## src/rtl/slow_clk_monitor_pkg.sv

```systemverilog
// Shared types and default parameters for the slow-clock monitor.
// State encoding is fixed so it reads the same in waveforms and checkers.
package slow_clk_monitor_pkg;

  typedef enum logic [1:0] {
    IDLE    = 2'd0,
    MEASURE = 2'd1,
    TRACK   = 2'd2,
    LOCKED  = 2'd3
  } state_t;

  localparam int          CNT_W_DEF   = 32'd21;
  localparam int unsigned TIMEOUT_DEF = 32'h0010_0000;
  localparam int          TOL_DEF     = 32'd16;
  localparam int          LOCK_N_DEF  = 32'd4;

endpackage

```

## src/rtl/slow_clk_monitor_sync.sv

```systemverilog
// Three-flop synchronizer for an asynchronous slow clock, with edge strobes.
// rise_ev/fall_ev are combinational from the two oldest flops (s2, s3).
module sync_edge
  import slow_clk_monitor_pkg::*;
(
  input  logic CLK,
  input  logic reset,
  input  logic d_in,
  output logic rise_ev,
  output logic fall_ev,
  output logic level
);

  logic s1_r;
  logic s2_r;
  logic s3_r;

  // shift the asynchronous input through the synchronizer chain
  always_ff @(posedge CLK) begin
    if (reset) begin
      s1_r <= 1'b0;
      s2_r <= 1'b0;
      s3_r <= 1'b0;
    end else begin
      s1_r <= d_in;
      s2_r <= s1_r;
      s3_r <= s2_r;
    end
  end

  assign rise_ev = s2_r & ~s3_r;
  assign fall_ev = ~s2_r & s3_r;
  assign level   = s2_r;

endmodule

```

## src/rtl/slow_clk_monitor.sv

```systemverilog
// Slow-clock monitor: edge ticks in the CLK domain, period measurement,
// lock tracking on a stable period and stall (timeout) detection.
module slow_clk_monitor
  import slow_clk_monitor_pkg::*;
#(
  parameter int          CNT_W   = CNT_W_DEF,
  parameter int unsigned TIMEOUT = TIMEOUT_DEF,
  parameter int          TOL     = TOL_DEF,
  parameter int          LOCK_N  = LOCK_N_DEF
) (
  input  logic             CLK,
  input  logic             reset,
  input  logic             clk_in,
  output logic             rise_tick,
  output logic             fall_tick,
  output logic [CNT_W-1:0] period,
  output logic             period_valid,
  output logic             locked,
  output logic             lock_lost,
  output logic             timeout
);

  localparam int               MC_W      = $clog2(LOCK_N + 1);
  localparam logic [CNT_W-1:0] TIMEOUT_V = CNT_W'(TIMEOUT);
  localparam logic [CNT_W:0]   TOL_V     = (CNT_W + 1)'(TOL);
  localparam logic [MC_W-1:0]  LOCK_V    = MC_W'(LOCK_N);
  localparam logic [CNT_W-1:0] CNT_MAX   = {CNT_W{1'b1}};

  logic             rise_ev_s;
  logic             fall_ev_s;
  logic             level_unused;
  logic [CNT_W-1:0] cnt_r;
  logic [MC_W-1:0]  match_cnt_r;
  logic [MC_W-1:0]  mc_inc_s;
  logic [CNT_W:0]   diff_s;
  logic             match_s;
  state_t           state_r;

  function automatic logic [CNT_W:0] abs_diff(input logic [CNT_W-1:0] a,
                                               input logic [CNT_W-1:0] b);
    if (a >= b) begin
      abs_diff = {1'b0, a} - {1'b0, b};
    end else begin
      abs_diff = {1'b0, b} - {1'b0, a};
    end
  endfunction

  sync_edge u_sync (
    .CLK     (CLK),
    .reset   (reset),
    .d_in    (clk_in),
    .rise_ev (rise_ev_s),
    .fall_ev (fall_ev_s),
    .level   (level_unused)
  );

  // compare the running count against the last period
  always_comb begin
    diff_s   = abs_diff(cnt_r, period);
    match_s  = (diff_s <= TOL_V);
    mc_inc_s = match_cnt_r + MC_W'(1);
  end

  // cycles since the last rise event, saturating so a stall cannot wrap
  always_ff @(posedge CLK) begin
    if (reset) begin
      cnt_r <= {CNT_W{1'b0}};
    end else if (rise_ev_s) begin
      cnt_r <= CNT_W'(1);
    end else if (cnt_r != CNT_MAX) begin
      cnt_r <= cnt_r + CNT_W'(1);
    end else begin
      cnt_r <= cnt_r;
    end
  end

  // lock FSM with registered outputs; a rise event always beats a timeout
  always_ff @(posedge CLK) begin
    if (reset) begin
      state_r      <= IDLE;
      match_cnt_r  <= {MC_W{1'b0}};
      rise_tick    <= 1'b0;
      fall_tick    <= 1'b0;
      period       <= {CNT_W{1'b0}};
      period_valid <= 1'b0;
      locked       <= 1'b0;
      lock_lost    <= 1'b0;
      timeout      <= 1'b0;
    end else begin
      rise_tick <= rise_ev_s;
      fall_tick <= fall_ev_s;
      lock_lost <= 1'b0;
      if (rise_ev_s) begin
        timeout <= 1'b0;
        case (state_r)
          IDLE: begin
            state_r <= MEASURE;
          end
          MEASURE: begin
            state_r      <= TRACK;
            period       <= cnt_r;
            period_valid <= 1'b1;
            match_cnt_r  <= {MC_W{1'b0}};
          end
          TRACK: begin
            period <= cnt_r;
            if (match_s) begin
              match_cnt_r <= mc_inc_s;
              if (mc_inc_s >= LOCK_V) begin
                state_r <= LOCKED;
                locked  <= 1'b1;
              end
            end else begin
              match_cnt_r <= {MC_W{1'b0}};
            end
          end
          LOCKED: begin
            period <= cnt_r;
            if (!match_s) begin
              state_r     <= TRACK;
              match_cnt_r <= {MC_W{1'b0}};
              locked      <= 1'b0;
              lock_lost   <= 1'b1;
            end
          end
          default: begin
            state_r     <= IDLE;
            match_cnt_r <= {MC_W{1'b0}};
            locked      <= 1'b0;
          end
        endcase
      end else if (cnt_r == TIMEOUT_V) begin
        timeout      <= 1'b1;
        state_r      <= IDLE;
        match_cnt_r  <= {MC_W{1'b0}};
        period_valid <= 1'b0;
        locked       <= 1'b0;
        lock_lost    <= (state_r == LOCKED);
      end
    end
  end

endmodule
```

## config.mk

```make
export PLATFORM = sky130hd
export DESIGN_NAME = slow_clk_monitor
export DESIGN_NICKNAME = d
export VERILOG_FILES = /design/src/rtl/slow_clk_monitor_pkg.sv /design/src/rtl/slow_clk_monitor_sync.sv /design/src/rtl/slow_clk_monitor.sv
export SDC_FILE = /design/constraint.sdc
export NUM_CORES = 1
export LEC_CHECK = 0
export ABC_CLOCK_PERIOD_IN_PS = 7800
export CAP_MARGIN = 20
export CORE_ASPECT_RATIO = 1.1
export CORE_MARGIN = 3
export CORE_UTILIZATION = 25
export DETAILED_ROUTE_END_ITERATION = 8
export HOLD_SLACK_MARGIN = 0.05
export PLACE_DENSITY = 0.49
export SYNTH_ARGS = -nofsm -noshare
export SYNTH_HDL_FRONTEND = slang
export SYNTH_SLANG_ARGS = --single-unit
```

## constraint.sdc

```tcl
create_clock -name CLK -period 7.8 [get_ports CLK]
set_input_delay 1.95 -clock CLK [delete_from_list [all_inputs] [get_ports CLK]]
set_output_delay 1.95 -clock CLK [all_outputs]
set_load 0.1 [all_outputs]
```

# Yosys cells after proc, flatten, opt, wreduce, memory -nomap -nowiden
# Index checks and enable logic that the tools add are counted.
[totals]
in_bits = 3
output_inout_bits = 27
wordCells = 72
register_bits = 56
[classes]
n_lt_le_gt_ge = 3
mux = 26
addsub = 4
bitwise_logic = 4
reduce_logical = 10
eq_ne = 11
[ops]
columns = ["cell", "n"]
rows = [
  ["$sub A21 B21 Y22", 2],
  ["$le A22 B5 Y1 const B", 1],
  ["$mux W22", 1],
  ["$add A21 B1 Y21 const B", 1],
  ["$eq A21 B21 Y1 const B", 1],
  ["$ge A21 B21 Y1", 1],
  ["$ne A21 B21 Y1 const B", 1],
  ["$mux W1", 13],
  ["$mux W3", 4],
  ["$mux W2", 5],
  ["$ne A3 B3 Y1 const B", 3],
  ["$pmux W3 S3", 1],
  ["$pmux W2 S4", 1],
  ["$reduce_and A5 Y1", 1],
  ["$eq A2 B2 Y1 const B", 2],
  ["$ne A4 B1 Y1 const B", 1],
  ["$reduce_and A2 Y1", 2],
  ["$reduce_and A4 Y1", 1],
  ["$reduce_bool A2 Y1", 2],
  ["$add A3 B1 Y3 const B", 1],
  ["$ge A3 B3 Y1 const B", 1],
  ["$ne A3 B1 Y1 const B", 1],
  ["$reduce_and A3 Y1", 1],
  ["$reduce_or A3 Y1", 1],
  ["7 further kinds", 9],
]

# Longest topological paths before layout
[logic_depth]
depth_word = 6
depth_mapped = 15
depth_no_buf = 13

# Hierarchy
# From an unflattened synthesis, not the netlist that was laid out.
[unflattened]
hier_cells = 666
area_unflattened_um2 = 4951.0
[by_module_without_submodules]
columns = ["module", "cells_per_inst", "instances", "seq_area_each_um2", "area_per_inst_um2"]
rows = [
  ["slow_clk_monitor", 658, 1, 1061.0, 4859.7],
  ["sync_edge", 8, 1, 60.1, 91.3],
]

# Worst setup path before layout
# OpenSTA, ideal clock, no wires.
[synth_path]
path_type = "reg-to-reg"
from = "register period[1]"
to = "register state_r[1]"
setup_ns = 0.121
period_less_slack_ns = 4.044
path_stages_with_launch = 15
setup_slack_ns = 3.756
arrival_time_ns = 3.923
t_required_ns = 7.679
n_path_buf = 1
cell_sequence = "dfxtp_1 inv_1 ha_1 nor2b_4 o31a_1 a21o_1 a31o_1 buf_2 o21a_1 a2111o_1 o22ai_2 nor4b_4 a41oi_2 nand2_2 mux2_4"
[synth_between]
elab_chain_len = 5
elab_cells_between_ends = 8
cone_classes = "add/sub (2); order compare (2); eq/ne (2); mux (1); reduce/logical (1)"
[synth_rtl]
columns = ["item", "line_no", "source"]
rows = [
  ["start: declaration", "slow_clk_monitor.sv:16", "output logic [CNT_W-1:0] period,"],
  ["start signal: assignment", "slow_clk_monitor.sv:84", "period <= {CNT_W{1'b0}};"],
  ["start signal: assignment", "slow_clk_monitor.sv:101", "period <= cnt_r;"],
  ["start signal: assignment", "slow_clk_monitor.sv:106", "period <= cnt_r;"],
  ["$sub A21 B21 Y22, or another cell as far along", "slow_clk_monitor.sv:44", "abs_diff = {1'b0, b} - {1'b0, a};"],
  ["$mux W22 *", "slow_clk_monitor.sv:41", "if (a >= b) begin"],
  ["$le A22 B5 Y1 *", "slow_clk_monitor.sv:60", "match_s = (diff_s <= TOL_V);"],
  ["$ne A3 B3 Y1 (no source line)", "-", ""],
  ["$reduce_and A4 Y1 (no source line) *", "-", ""],
  ["end signal: assignment", "slow_clk_monitor.sv:80", "state_r <= IDLE;"],
  ["end signal: assignment", "slow_clk_monitor.sv:97", "state_r <= MEASURE;"],
  ["end signal: assignment", "slow_clk_monitor.sv:100", "state_r <= TRACK;"],
  ["end: declaration", "slow_clk_monitor.sv:37", "state_t state_r;"],
]
# Every way passes the cells marked *; elsewhere a longest branch is shown, timed or not.
# A chain may end at the register's enable or synchronous reset.

# Worst setup path after layout
[layout_path]
from = "register period[15]"
to = "register state_r[1]"
# The elaborated chain is that of the path after synthesis.

==> metrics.md <==
| Metric | Value |
|---|---|
| Status | finished clean |
| Clock slew at reported path FFs | 0.08 ns |
| Critical path type | reg -> reg |
| Seq cells post-synth | 56 |
| Drt via density | roughly 5 |
| RePlAce Congestion | 0.902 |
| Worst Setup Start Kind | flip-flop |
| Asr flop ratio synth | 0% |
| # setup viols final | 0 |
| Slew HR | about a third |
| Initial detailed-routing violation count | 334 |
| Number of diodes | 0 |
| Largest delay share family, worst path | simple AND/OR/NAND/NOR gates |
| Layout cell share with drive strength beyond 1 | 6.85% |
| Tot Pwr | 0.697 mW |
| Fin. Hold Viols | 0 |
| Number of gates resized after cts | 0 |
| Synth area leaders | dfxtp_1, ha_1, a21oi_1, nand2_1, xnor2_1 |
| Maximum clock frequency | roughly 240 MHz |
| Via Count | roughly 4,700 |
| Fin crit period | about 4.1 ns |
| PortBufs | 29 |
| Initial Utilization | 25.9% |
| CP max stage cell | ha_1 |
| Deepest clock path buffer count | 2 |
| Die height | ~150 um |
| Cts hold-fix bufs | 0 |
| Post-Syn Area | about 5000 um2 |
| Clock Latency Late Sink | approximately 0.32 ns |
| Cell accounting for the most synthesized area | dfxtp_1 |
| Gr usage total | ~14% |
| WP buf/inv | 1 |
| Critical path fanouts, max | 15 |
| Total wire length | about 15,000 um |
| Net count after synthesis | ~700 |
| Final #Nets | 723 |
| Final Instance Count excl. Fillers | about 920 |
| Global-route wire length before repair | approximately 25,000 um |
| Sequential share of the synthesized area | 22.3% |
| Synth warn | 0 |
| Areal power density over the cells | ~120 nW/um2 |
| Hold crit path type | reg -> reg |
| Clock buffer count from CTS | 5 |
| Average wire per standard cell | ~17 um |
| Placed insts | 910 |
| Yosys top cell area share | between 20% and 30% |
| Vias in the first global route | between 4,000 and 5,000 |
| Rows | 53 |
| RSZ-0062 raised after global routing | false |
| Setup Skew | a little under 0.008 ns |
| EDFF count, synth | 0 |
| Cell Chain, Critical Path | inv_1 -> ha_1 -> nand2_1 -> nor4_2 -> and2_1 -> and3_1 -> nor2_1 -> o41ai_2 -> o221ai_2 -> nor4b_4 -> a41oi_2 -> nand2_2 -> mux2_4 |
| VDD IR max | 0.0000799 V |
| Post-CTS setup buffer count | 0 |
| Core area | around 19,000 um2 |
| Boundary Pins | 30 |
| Setup WS post-layout | ~3.7 ns |
| Period utilization | 53.1% |
| Worst path required time | roughly 8.0 ns |
| Filler cell count | ~2,100 |
| Library cells used by synthesis | 75 |
| Area Overhead vs Synth | 12.4% |
| Max cap viols | 0 |
| Setup crit end kind | flip-flop |
| Initial antenna violation count | 0 |
| Overflow after GRT | 0 |
| Die width | about 140 um |
| DRC Markers | 0 |
| DP Worst Slack | approximately 3.7 ns |
| Antenna Nets Post-Route | 0 |
| Clock sinks | 56 |
| CTS tree | yes |
| DRT Pass-1 Iters | 5 |
| Least-Margin Pin Slew | 0.989 ns |
| Crit path DAT | 4.36 ns |
| Sum Neg Setup Slack | 0 ns |
| H-Tree Depth | 2 |
| Fin. max-slew vios | 0 |
| Average size of a mapped cell | between 7 and 8 um2 |
| Dpl hpwl | ~12,000 um |
| Post-synth top flop | dfxtp_1 |
| CTS root buffer | clkbuf_16 |
| Max stage delay on crit path | roughly 0.6 ns |
| Cells after Synth | around 670 |
| DIE AREA | around 22,000 um2 |
| Largest net degree at the start of global routing | 36 |
| Leak | ~2.1 nW |
layout make-up:
cell class                      instances  area (um2)  area share (%)
Clock buffer                            5         125            2.21
Timing Repair Buffer                   33         328            5.79
Multi-Input combinational cell        523        3560            62.9
Inverter                               52         195            3.45
Sequential cell                        56        1120            19.8
Tap cell                              247         309            5.46
Clock inverter                          3        25.0           0.442
synthesized netlist by cell type, types with 12 or more instances:
cell type	instances
a21o_1	12
a21oi_1	63
and3_1	12
buf_2	14
clkbuf_1	17
dfxtp_1	56
ha_1	49
inv_1	52
nand2_1	77
nand3_1	21
nor2_1	48
nor2b_1	13
o21a_1	12
o21ai_0	25
xnor2_1	28
power breakdown:
group          internal (mW)  switching, mW
clock                  0.122          0.123
combinational         0.0673         0.0938
sequential             0.288        0.00253
total                  0.477          0.220
metal layers:
layer | track usage (%) | share of wire, %
met1 | 19.7 | 47
met5 | 0 | 0
met2 | 23.2 | 46
met3 | 1.91 | 3.8
met4 | 4.25 | 2.6
final timing paths:
check / depth (start not counted) / to / from / slack [ns]
min: 1 / u_sync.level / u_sync.s1_r / 0.45
min reg2reg: 1 / u_sync.level / u_sync.s1_r / 0.45
max reg2reg: 13 / state_r[1] / period[15] / 3.66
max: 13 / state_r[1] / period[15] / 3.66
state kept, by name, summed over array words and instances (netlist names):
register,flops
match_cnt_r,3
lock_lost,1
state_r,2
cnt_r,21
fall_tick,1
rise_tick,1
u_sync.s1_r,1
u_sync.s3_r,1
period_valid,1
period,21
u_sync.level,1
locked,1
timeout,1
cell families (layout without fill, tap and decap cells):
family | Yosys count | count (layout) | share of synthesized area (%)
flip-flops | 56 | 56 | 22.3
AND/OR/NAND/NOR | 247 | 247 | 25.7
adder cells (fa/ha/maj) | 49 | 49 | 12.2
multiplexers | 6 | 6 | 1.32
AO/OA/AOI/OAI | 187 | 187 | 25.6
XOR/XNOR | 34 | 34 | 5.91
buffers and inverters | 86 | 93 | 7.06
metrics by stage:
step	area [um2]	hold slack [ns]	utilization (%)
final	5660	0.448	29.1
after global routing	5660	0.463	29.1
after CTS	5650	0.457	29.1
after detailed placement	5500	0.439	28.3
after global placement	5500	0.423	28.3
after floorplan	5040	0.414	-
cells in the final DEF, fill, tap and decap left out, drive strengths merged, types with 9 or more instances in the layout:
master,count
xnor2,28
nor4,10
nor2b,14
nand2,79
a31oi,10
o21ai,30
nand4,9
and3,12
inv,54
nand3,22
nor2,49
ha,49
o21a,12
dfxtp,56
a21oi,66
a21o,12
clkdlybuf4s50,29
Power figures use the tool's default switching activity.
